<file path="config.mk">
export PLATFORM = sky130hd
export DESIGN_NAME = load_store_unit
export DESIGN_NICKNAME = d
export VERILOG_FILES = /design/src/rtl/lsu_pkg.sv /design/src/rtl/load_extend.sv /design/src/rtl/load_store_unit.sv
export SDC_FILE = /design/constraint.sdc
export NUM_CORES = 1
export LEC_CHECK = 0
export CAP_MARGIN = 5
export CORE_ASPECT_RATIO = 2
export CORE_MARGIN = 2
export CORE_UTILIZATION = 60
export DETAILED_ROUTE_END_ITERATION = 10
export DONT_BUFFER_PORTS = 1
export PLACE_DENSITY = 0.76
export SLEW_MARGIN = 20
export SYNTH_ARGS = -nofsm -noshare
export SYNTH_HDL_FRONTEND = slang
export SYNTH_SLANG_ARGS = --single-unit
</file>
<file path="constraint.sdc">
create_clock -name clk -period 2.6 [get_ports clk]
set_clock_uncertainty 0.1 [all_clocks]
set_input_delay 0.52 -clock clk [delete_from_list [all_inputs] [get_ports clk]]
set_output_delay 0.52 -clock clk [all_outputs]
set_load 0.02 [all_outputs]
</file>
<file path="src/rtl/lsu_pkg.sv">
// ---------------------------------------------------------------------------
// lsu_pkg
// Shared definitions for the load/store unit: FSM state enum, LS operation
// codes, Length size codes, the default request timeout, and small helpers
// that decode a size code into lane enables and replicated store data.
// ---------------------------------------------------------------------------
package lsu_pkg;

  typedef enum logic [1:0] {
    S_IDLE = 2'b00,
    S_REQ  = 2'b01,
    S_DONE = 2'b10,
    S_ERR  = 2'b11
  } lsu_state_e;

  // LS operation codes (11 is unused and behaves like none)
  localparam logic [1:0] LS_NONE   = 2'b00;
  localparam logic [1:0] LS_LOAD   = 2'b01;
  localparam logic [1:0] LS_STORE  = 2'b10;
  localparam logic [1:0] LS_UNUSED = 2'b11;

  // Length size codes; bit 2 selects zero-extension on loads
  localparam logic [2:0] LEN_B  = 3'b000;
  localparam logic [2:0] LEN_H  = 3'b001;
  localparam logic [2:0] LEN_W  = 3'b010;
  localparam logic [2:0] LEN_BU = 3'b100;
  localparam logic [2:0] LEN_HU = 3'b101;

  localparam int TIMEOUT_DEFAULT = 16;

  function automatic logic len_legal(input logic [2:0] len);
    logic ok;
    case (len)
      LEN_B, LEN_H, LEN_W, LEN_BU, LEN_HU: ok = 1'b1;
      default:                             ok = 1'b0;
    endcase
    return ok;
  endfunction

  // Size is carried in the low two bits for every legal code.
  function automatic logic misaligned(input logic [2:0] len, input logic [1:0] a);
    logic bad;
    case (len[1:0])
      2'b01:   bad = a[0];
      2'b10:   bad = (a != 2'b00);
      default: bad = 1'b0;
    endcase
    return bad;
  endfunction

  function automatic logic [3:0] lane_be(input logic [2:0] len, input logic [1:0] a);
    logic [3:0] be;
    case (len[1:0])
      2'b00:   be = 4'b0001 << a;
      2'b01:   be = a[1] ? 4'b1100 : 4'b0011;
      default: be = 4'b1111;
    endcase
    return be;
  endfunction

  function automatic logic [31:0] lane_wdata(input logic [2:0] len, input logic [31:0] data);
    logic [31:0] wd;
    case (len[1:0])
      2'b00:   wd = {4{data[7:0]}};
      2'b01:   wd = {2{data[15:0]}};
      default: wd = data;
    endcase
    return wd;
  endfunction

endpackage

</file>
<file path="src/rtl/load_extend.sv">
// ---------------------------------------------------------------------------
// load_extend
// Picks the addressed byte/halfword out of a memory read word and extends it
// to 32 bits: sign-extended for LB/LH, zero-extended for LBU/LHU, passthrough
// for LW.
// Ports:
//   rdata   in  32  word returned by memory
//   length  in   3  Length code of the load
//   addr_lo in   2  low address bits selecting the lane
//   rd_val  out 32  extended value for the register file
// ---------------------------------------------------------------------------
module load_extend
  import lsu_pkg::*;
(
  input  logic [31:0] rdata,
  input  logic [2:0]  length,
  input  logic [1:0]  addr_lo,
  output logic [31:0] rd_val
);

  logic [7:0]  byte_sel;
  logic [15:0] half_sel;

  always_comb begin
    byte_sel = rdata[7:0];
    case (addr_lo)
      2'b00:   byte_sel = rdata[7:0];
      2'b01:   byte_sel = rdata[15:8];
      2'b10:   byte_sel = rdata[23:16];
      default: byte_sel = rdata[31:24];
    endcase
    half_sel = addr_lo[1] ? rdata[31:16] : rdata[15:0];

    case (length)
      LEN_B:   rd_val = {{24{byte_sel[7]}}, byte_sel};
      LEN_BU:  rd_val = {24'h000000, byte_sel};
      LEN_H:   rd_val = {{16{half_sel[15]}}, half_sel};
      LEN_HU:  rd_val = {16'h0000, half_sel};
      default: rd_val = rdata;
    endcase
  end

endmodule

</file>
<file path="src/rtl/load_store_unit.sv">
// ---------------------------------------------------------------------------
// load_store_unit
// Turns a load/store request from the ALU into a single word-aligned memory
// transaction, checks alignment/size, waits for mem_ack with a timeout, and
// returns extended load data to the register file.
// Ports:
//   clk, rst_n            clock, async active-low reset
//   LS, Length            operation (none/load/store) and access size
//   addr, rs2             effective address and store data
//   DONE_ALU, Next_INST   start strobe (IDLE only) and completion acknowledge
//   rd                    extended load data, held until the next load
//   DONE_LS, LS_ERR       completion and error flags (held until Next_INST)
//   mem_req, mem_we       memory request / write enable
//   mem_addr, mem_be      word address and byte enables
//   mem_wdata             lane-replicated store data
//   mem_rdata, mem_ack    read data and one-cycle completion pulse
// ---------------------------------------------------------------------------
module load_store_unit
  import lsu_pkg::*;
#(
  parameter int TIMEOUT = TIMEOUT_DEFAULT
) (
  input  logic        clk,
  input  logic        rst_n,
  input  logic [1:0]  LS,
  input  logic [2:0]  Length,
  input  logic [31:0] addr,
  input  logic [31:0] rs2,
  input  logic        DONE_ALU,
  input  logic        Next_INST,
  output logic [31:0] rd,
  output logic        DONE_LS,
  output logic        LS_ERR,
  output logic        mem_req,
  output logic        mem_we,
  output logic [31:0] mem_addr,
  output logic [3:0]  mem_be,
  output logic [31:0] mem_wdata,
  input  logic [31:0] mem_rdata,
  input  logic        mem_ack
);

  localparam int CW = $clog2(TIMEOUT + 1);
  localparam logic [CW-1:0] CNT_LAST = CW'(TIMEOUT - 1);

  lsu_state_e  state_q, state_d;
  logic        store_q, store_d;
  logic [2:0]  len_q, len_d;
  logic [1:0]  addr_lo_q, addr_lo_d;
  logic [31:0] mem_addr_q, mem_addr_d;
  logic [3:0]  mem_be_q, mem_be_d;
  logic [31:0] mem_wdata_q, mem_wdata_d;
  logic [CW-1:0] cnt_q, cnt_d;
  logic [31:0] rd_q, rd_d;
  logic [31:0] ext_val;
  logic        start_op;

  load_extend u_load_extend (
    .rdata   (mem_rdata),
    .length  (len_q),
    .addr_lo (addr_lo_q),
    .rd_val  (ext_val)
  );

  assign start_op = DONE_ALU && ((LS == LS_LOAD) || (LS == LS_STORE));

  always_comb begin
    state_d     = state_q;
    store_d     = store_q;
    len_d       = len_q;
    addr_lo_d   = addr_lo_q;
    mem_addr_d  = mem_addr_q;
    mem_be_d    = mem_be_q;
    mem_wdata_d = mem_wdata_q;
    cnt_d       = cnt_q;
    rd_d        = rd_q;

    case (state_q)
      S_IDLE: begin
        if (start_op) begin
          if (!len_legal(Length) || misaligned(Length, addr[1:0])) begin
            state_d = S_ERR;
          end else begin
            store_d     = (LS == LS_STORE);
            len_d       = Length;
            addr_lo_d   = addr[1:0];
            mem_addr_d  = {addr[31:2], 2'b00};
            mem_be_d    = lane_be(Length, addr[1:0]);
            mem_wdata_d = lane_wdata(Length, rs2);
            cnt_d       = '0;
            state_d     = S_REQ;
          end
        end
      end
      S_REQ: begin
        // ack is checked first so an ack on the final cycle still completes
        if (mem_ack) begin
          if (!store_q) rd_d = ext_val;
          state_d = S_DONE;
        end else if (cnt_q == CNT_LAST) begin
          state_d = S_ERR;
        end else begin
          cnt_d = cnt_q + 1'b1;
        end
      end
      S_DONE, S_ERR: begin
        if (Next_INST) state_d = S_IDLE;
      end
      default: state_d = S_IDLE;
    endcase
  end

  always_ff @(posedge clk or negedge rst_n) begin
    if (!rst_n) begin
      state_q     <= S_IDLE;
      store_q     <= 1'b0;
      len_q       <= '0;
      addr_lo_q   <= '0;
      mem_addr_q  <= '0;
      mem_be_q    <= '0;
      mem_wdata_q <= '0;
      cnt_q       <= '0;
      rd_q        <= '0;
    end else begin
      state_q     <= state_d;
      store_q     <= store_d;
      len_q       <= len_d;
      addr_lo_q   <= addr_lo_d;
      mem_addr_q  <= mem_addr_d;
      mem_be_q    <= mem_be_d;
      mem_wdata_q <= mem_wdata_d;
      cnt_q       <= cnt_d;
      rd_q        <= rd_d;
    end
  end

  assign rd        = rd_q;
  assign mem_req   = (state_q == S_REQ);
  assign mem_we    = (state_q == S_REQ) && store_q;
  assign mem_addr  = mem_addr_q;
  assign mem_be    = mem_be_q;
  assign mem_wdata = mem_wdata_q;
  assign DONE_LS   = (state_q == S_DONE) || (state_q == S_ERR);
  assign LS_ERR    = (state_q == S_ERR);

endmodule

</file>
==> impl_metrics.toml <==
[run_status]
status = "complete, but fails checks"
violations = "negative hold slack"

[clock_network]
postCtsSetupBuffers = 0
cts_buffer_depth = 2
cts_resized = 0
cts-root-buf = "clkbuf_16"
clkTransAtPathRegs_ns = 0.07
insertion_delay_ns = 0.34
cts.sinks = 111
cts_tree = "built"
cts_made_buffers = 9
htree_levels = 3

[worst_setup_path]
cp_max_fo = 48
critPathRequiredTime_ns = 2.72
start_kind = "input port"
critPathArrivalTime_ns = 2.37
r2r_start = "state_q[0]"
reg2regPathDepth = 4
cp-end-kind = "flip-flop"
rr_endpoint = "mem_addr[15]"
rrSetupSlack_ns = 0.51
crit_type = "input port to flip-flop"

[floorplan]
fp.dieW_um = 70.6
initial_core_util_pct = 61.5
die-area_um2 = 9680
num_io_pins = 210
core_um2 = 8650
die_h_um = 137
std_cell_rows = 48

[place]
place_congestion = 0.835
dp_hpwl_um = 8790
port_buffers = 0

[routing]
wirelength_um = 12000
vias = 3553
wl_per_cell_um = 21.4
drcViolationCount = 0
drt_iter0_drc = 235
ant_nets = 0
firstDrtPassIters = 4
viasPerCell = 6.36

[timing]
tightestPinTransition_ns = 0.511
timing.hold.ws_ns = -0.234
fin_crit_sh_pct = 86.6
final.min_clock_period_ns = 2.25
finalSetupTns_ns = 0
max_freq_ghz = 0.444
max_slew_margin_pct = 65.7
setup_violations = 0
hold_viol = 111
rsz0062_at_grt = "no"
final_max_slew_viol_count = 0

[synth]
ys_warn_count = 0
synth_cell_types = 46
synth_edf_count = 0
syn_inst = 463
async_flop_share_pct = 100
ys_seq_area_share_pct = 52.2
synthesis.area_um2 = 5320
synth_area_per_cell_um2 = 11.5
synth_seq_cells = 111
ys.flop_type = "dfrtp_1"

[layout]
nets = 566
drive_gt1_share_pct = 22.0
antenna_cells = 0
area_delta_synth_final_pct = 7.12
utilization_pct = 65.9

[worst_hold_path]
min_path_type = "input port to async pin"

[pwr]
ir_drop_mv = 0.719
power.leakage_nw = 2.55
pwr_density_cell_nw_per_um2 = 1250

[global_route]
grt_usage_pct = 25.0
grt_max_degree = 112
grt_pass1_vias = 3724
gr-total-overflow = 0
grt_pass1_wl_um = 18900
antenna_found_initial = 0

[run]
maxCapViolCount = 0
==> per-layer routing <==
| metal | up-vias | global-route usage, % | share of wire [%] |
|---|---|---|---|
| met2 | 163 | 44.3 | 55 |
| met1 | 1734 | 26.1 | 33 |
| met4 | 0 | 12.8 | 4.0 |
| li1 | 1623 | - | - |
| met3 | 33 | 8.12 | 8.2 |
| met5 | - | 0 | 0 |
==> how the worst max path moves through the flow <==
stage | start | end | slack, ns | cells past startpoint
finish | LS[0] | mem_addr[15] | 0.35 | 7
global route | LS[0] | mem_addr[15] | 0.27 | 7
CTS | LS[0] | mem_addr[15] | 0.36 | 7
detailed placement | LS[0] | mem_addr[15] | 0.002 | 7
global placement | LS[0] | mem_addr[31] | 0.07 | 7
floorplan | Length[1] | mem_addr[10] | 0.02 | 9
==> sequential cells by signal, indices dropped and copies added (netlist names) <==
register,flops
state_q,2
mem_wdata,32
rd,32
cnt_q,5
mem_addr,30
mem_be,4
addr_lo_q,2
store_q,1
len_q,3
==> logic make-up (layout without fill, tap and decap cells) <==
| kind of cell | count (synthesis) | after routing | share of synthesized area, % |
|---|---|---|---|
| multiplexers | 98 | 98 | 20.7 |
| XOR/XNOR | 2 | 2 | 0.329 |
| other | 1 | 2 | 0.0705 |
| AND/OR/NAND/NOR | 127 | 127 | 11.9 |
| adder cells (fa/ha/maj) | 6 | 6 | 1.41 |
| buffers and inverters | 44 | 39 | 3.95 |
| AO/OA/AOI/OAI | 74 | 74 | 9.45 |
| flip-flops | 111 | 111 | 52.2 |
==> area by class of cell <==
type / instances / area (µm²)
Timing Repair Buffer: 15 / 125
Clock buffer: 10 / 239
Multi-Input combinational cell: 309 / 2360
Sequential cell: 111 / 2780
Fill cell: 685 / 2950
Tap cell: 100 / 125
Inverter: 8 / 30.0
Clock inverter: 6 / 43.8
==> report_power, final <==
group          leakage [nW]  switching [mW]  internal (mW)
sequential             1.35            1.63           2.56
combinational          1.06           0.775          0.876
clock                 0.139           0.611          0.681
==> worst max-delay path, stage by stage <==
cell and delay [ns]:
inv_1 0.02, ha_1 0.28, nand2b_1 0.17, or3_1 0.37, a211oi_4 0.31, buf_12 0.29
mux2_1 0.38
==> placed cells by master (no fill, tap or decap), types with 2 or more instances in the layout <==
cell type,n
a211o_1,7
a21oi_1,18
a22o_1,8
a22oi_1,8
a2bb2oi_1,7
and2_1,2
buf_4,14
clkbuf_16,9
clkinv_2,2
conb_1,2
dfrtp_1,111
ha_1,6
inv_1,8
inv_6,2
mux2_1,24
mux2_2,63
mux2i_1,10
nand2_1,49
nand2b_1,5
nand3_1,32
nand3b_1,8
nor2_1,7
nor2b_1,4
nor3_1,8
nor3b_1,2
o21ai_0,17
o22ai_1,2
or3_1,2
xor2_1,2
==> Yosys cell counts, drive strengths merged (5+ instances only) <==
cell / n / area, µm²
nor2: 8 / 32.5
nand3: 32 / 160
a22o: 8 / 70.1
nand3b: 8 / 60.1
a2bb2oi: 7 / 61.3
o21ai: 18 / 93.8
buf: 18 / 113
inv: 8 / 30.0
mux2: 87 / 980
nor3: 9 / 50.1
a21oi: 18 / 90.1
nand2: 49 / 184
dfrtp: 111 / 2780
a211o: 7 / 61.3
clkbuf: 18 / 67.6
ha: 6 / 75.1
a22oi: 8 / 60.1
nand2b: 5 / 31.3
mux2i: 10 / 100
==> metrics by stage <==
step                      setup WS, ns  std cells  total power, mW  hold slack [ns]  cell area [µm²]
final                            0.350        559             7.13           -0.234             5700
after global routing             0.275        559             7.56           -0.258             5700
after CTS                        0.364        559             7.21           -0.246             5700
after detailed placement       0.00221        543             5.90            0.127             5420
after global placement          0.0731        543             5.79            0.126             5420
after floorplan                 0.0201        464             5.39            0.124             5330
Note: power is estimated with default switching activity, not from simulation.
==> RTL change 1: new RTL, same settings <==
Set the package constant `TIMEOUT_DEFAULT` to 32 (it was 16).
--- a/src/rtl/lsu_pkg.sv
+++ b/src/rtl/lsu_pkg.sv
@@ -27,5 +27,5 @@
   localparam logic [2:0] LEN_HU = 3'b101;
 
-  localparam int TIMEOUT_DEFAULT = 16;
+  localparam int TIMEOUT_DEFAULT = 32;
 
   function automatic logic len_legal(input logic [2:0] len);
Formal check against the unedited RTL: no difference found for any inputs over 4 cycles, from zero or initial values and one cycle with rst_n low; that may be too few to reach the edited logic, so the function may still have changed.
==> RTL change 1 against the unedited design <==
  * The flow still finishes with violations (negative hold slack)
  * Combinational power up 30%
  * Non-clock buffer count up 5
  * Die area up 6.1%
  * Routed wire length up 8.2%
  * Synthesized cell count up 0.43%
  * Worst setup slack worse by 0.046 ns
  * Area after synthesis up 6.4%
  * Design area up 6.6%
  * Sequential cell count up 1
  * Power up 7.9%
  * Highest routed layer unchanged
==> RTL change 1: results (changes against the unedited design) <==
- Post-CTS Resized: 0 (unchanged)
- Layout cells sized above 1: 0.265 (+0.0453)
- # fillers: 719 (+5.0%)
- Vias in the first global route: 3,838 (+3.1%)
- CP max-delay cell: dfrtp_1
- Synth unique cells: 48 (+4.3%)
- Global Route Usage Sum: 0.248 (-0.00144)
- Synth area leaders: dfrtp_1 50%, mux2_4 18%, nand2_1 3.4%
- Routed length per placed instance: 22.5 microns (+5.2%)
- Largest net degree at the start of global routing: 113 (+0.89%)
- Avg Vias per Cell: 6.39 (+0.56%)
- Async set-reset flop share out of synthesis: 1.00 (unchanged)
- Maximum vdd drop: 0.000572 V (-20%)
- Final net count: 577 (+1.9%)
- Violated checks: negative hold slack
- Hold WS: -0.239 ns (-0.00534 ns)
- CP arrival: 1.68 ns (-0.69 ns)
- Hold violation count in the final report: 112 (+0.90%)
- DR iter-0 viols: 181 (-23%)
- Clock root buffer: clkbuf_16
- Sequential area share after synthesis: 0.495 (-0.0270)
- Final setup fails: 0 (unchanged)
- Switching Power: 3.20 mW (+6.1%)
- CP Max Fanout: 6 (-88%)
- Antenna Diode Count: 0 (unchanged)
- Leak Pwr: 2.83 nW (+11%)
- Commonest cells post-synth: 112 x dfrtp_1, 68 x mux2_4, 51 x nand2_1
- Dpl hpwl: 9.92 mm (+13%)
- Status: finished, violations left
- Crit-path max cell delay: 0.46 ns (+0.08 ns)
- Worst slack at placement: 0.268 ns (+0.266 ns)
-- RTL change 1: area by class of cell --
class | instances | share of cell area
well taps | 104 | 0.0214
clock inverters | 7 | 0.00988
clock buffers | 9 | 0.0371
flip-flops and latches | 112 | 0.461
multi-input cells | 313 | 0.434
repair buffers | 20 | 0.0309
inverters | 10 | 0.00618
-- RTL change 1: final timing paths --
| path | from | end | slack [ns] | cells past startpoint |
|---|---|---|---|---|
| max reg2reg | len_q[0] | rd[1] | 0.60 | 5 |
| min reg2reg | cnt_q[0] | cnt_q[0] | 0.40 | 1 |
| max | state_q[1] | mem_we | 0.30 | 3 |
| min | rst_n | rd[2] | -0.24 | 0 |
| min in group clk | Next_INST | state_q[0] | 0.18 | 1 |
| max in group asynchronous | rst_n | mem_wdata[13] | 2.50 | 0 |
-- RTL change 1: worst max-delay path: cells and delay by family (launching register included) --
kind	cells	cell delay, ns
DFF	1	0.46
buffers and inverters	1	0.21
and+or+nand+nor	2	0.66
-- RTL change 1: kinds of logic after synthesis --
group	count (synthesis)	synth area share
AND/OR/NAND/NOR	126	0.114
multiplexers	99	0.241
other	1	0.000662
adder cells (fa/ha/maj)	5	0.0110
buffers and inverters	41	0.0402
flip-flops	112	0.495
AO/OA/AOI/OAI	81	0.0988
-- RTL change 1: through the flow --
step | util | power (mW) | std cells | area, sq um
finish | 0.656 | 7.69 | 575 | 6080
global route | 0.656 | 8.08 | 575 | 6080
CTS | 0.656 | 7.74 | 575 | 6080
detailed placement | 0.626 | 6.39 | 559 | 5790
global placement | 0.626 | 6.27 | 559 | 5790
floorplan | - | 5.80 | 466 | 5670
-- RTL change 1: layer usage --
layer  global-route usage  share of wire
met1                0.237           0.32
met2                0.460           0.56
met3               0.0739          0.080
met4                0.124          0.039
met5                    0              0
-- RTL change 1: power by group through the flow --
stage / logic (mW) / clock network (mW) / registers [mW]
global placement: 2.05 / 0 / 4.21
CTS: 2.16 / 1.36 / 4.23
global route: 2.33 / 1.43 / 4.32
finish: 2.14 / 1.33 / 4.22
detailed placement: 2.16 / 0 / 4.24
floorplan: 1.86 / 0 / 3.95
==> RTL change 2: new RTL, same flow settings <==
Without the edit above. `rd_q` no longer has a reset.
--- a/src/rtl/load_store_unit.sv
+++ b/src/rtl/load_store_unit.sv
@@ -121,5 +121,4 @@
       mem_wdata_q <= '0;
       cnt_q       <= '0;
-      rd_q        <= '0;
     end else begin
       state_q     <= state_d;
@@ -131,6 +130,9 @@
       mem_wdata_q <= mem_wdata_d;
       cnt_q       <= cnt_d;
-      rd_q        <= rd_d;
     end
+  end
+
+  always_ff @(posedge clk) begin
+    rd_q <= rd_d;
   end
 
Formal check against the unedited RTL: differs if rst_n is asserted again (counterexample within 4 cycles, from zero or initial values and one cycle with rst_n low); with rst_n held inactive, the same outputs for 4 cycles.
==> RTL change 2 against the unedited design <==
  * Area after synthesis rose by 0.21%
  * Routed wire length fell by 0.95%
  * Register-to-register slack got worse by 0.14 ns
  * Sequential cell count did not move
  * Largest cell class unchanged
  * Largest power group unchanged
  * Worst setup slack got worse by 0.021 ns
  * Critical endpoint is now mem_we
  * Design area rose by 0.57%
  * Power rose by 0.95%
  * Non-clock buffer count fell by 2
==> RTL change 2: results (changes against the unedited design) <==
- Vias in the first global route: 3,555 (-4.5%)
- Routed length per placed instance: 23.3 microns (+9.0%)
- Dpl hpwl: 9.04 mm (+2.8%)
- Hold WS: 0.191 ns (+0.425 ns)
- Syn_area_per_cell: 13.1 sq um (+14%)
- Register-to-Register Path Depth: 5 (+1)
- # fillers: 631 (-7.9%)
- Reg2reg start: addr_lo_q[1]
- Sequential area share after synthesis: 0.551 (+0.0289)
- Largest net degree at the start of global routing: 80 (-29%)
- Status: complete, no violations
- Met3 WL: 1.25 mm (+27%)
- Met1 Wirelength: 3.59 mm (-9.5%)
- Final net count: 515 (-9.0%)
- Reg2reg setup slack: 0.37 ns (-0.14 ns)
- Synth area leaders: dfrtp_1 37%, edfxtp_1 18%, mux2_2 12%
- CP max-delay cell: dfrtp_1
- CP Max Fanout: 6 (-88%)
- CP arrival: 1.65 ns (-0.72 ns)
- Maximum vdd drop: 0.000811 V (+13%)
- Internal: 4.38 mW (+6.3%)
- Met1 Use GR: 0.233 (-0.0272)
- Commonest cells post-synth: 79 x dfrtp_1, 56 x mux2_2, 53 x nand2_1
- Worst slack at placement: 0.170 ns (+0.168 ns)
- Seq pwr: 3.91 mW (-6.7%)
- Wire length on met2: 6.74 mm (+3.1%)
- Power Combinational: 1.99 mW (+21%)
- Vias: 3,294 (-7.3%)
- Global-route wire length before repair: 17.8 mm (-5.7%)
- Global Route Usage Sum: 0.240 (-0.00967)
- Crit path launch: state_q[1]
## RTL change 2: changes by cell type after synthesis, moves of 8 or more
cell      before  now
a21oi_1       18    1
a221o_1        0    8
dfrtp_1      111   79
edfxtp_1       0   32
mux2_1        24    0
mux2_4         0   24
mux2i_1       10    2
nand3_1       32    2
nor2_1         7   19
nor3_1         8    0
## RTL change 2: final cells by class
cell class / count / area [sq um] / area share
Timing Repair Buffer: 13 / 133 / 0.0231
Inverter: 10 / 37.5 / 0.00655
Sequential cell: 111 / 2940 / 0.512
Clock inverter: 5 / 42.5 / 0.00742
Clock buffer: 11 / 243 / 0.0423
Tap cell: 100 / 125 / 0.0218
Multi-Input combinational cell: 258 / 2210 / 0.386
## RTL change 2: cells by family after synthesis
logic type | synth area share
buffers and inverters | 0.0373
other | 0.000703
adder cells (fa/ha/maj) | 0.0141
AND/OR/NAND/NOR | 0.0885
flip-flops | 0.551
multiplexers | 0.223
AO/OA/AOI/OAI | 0.0852
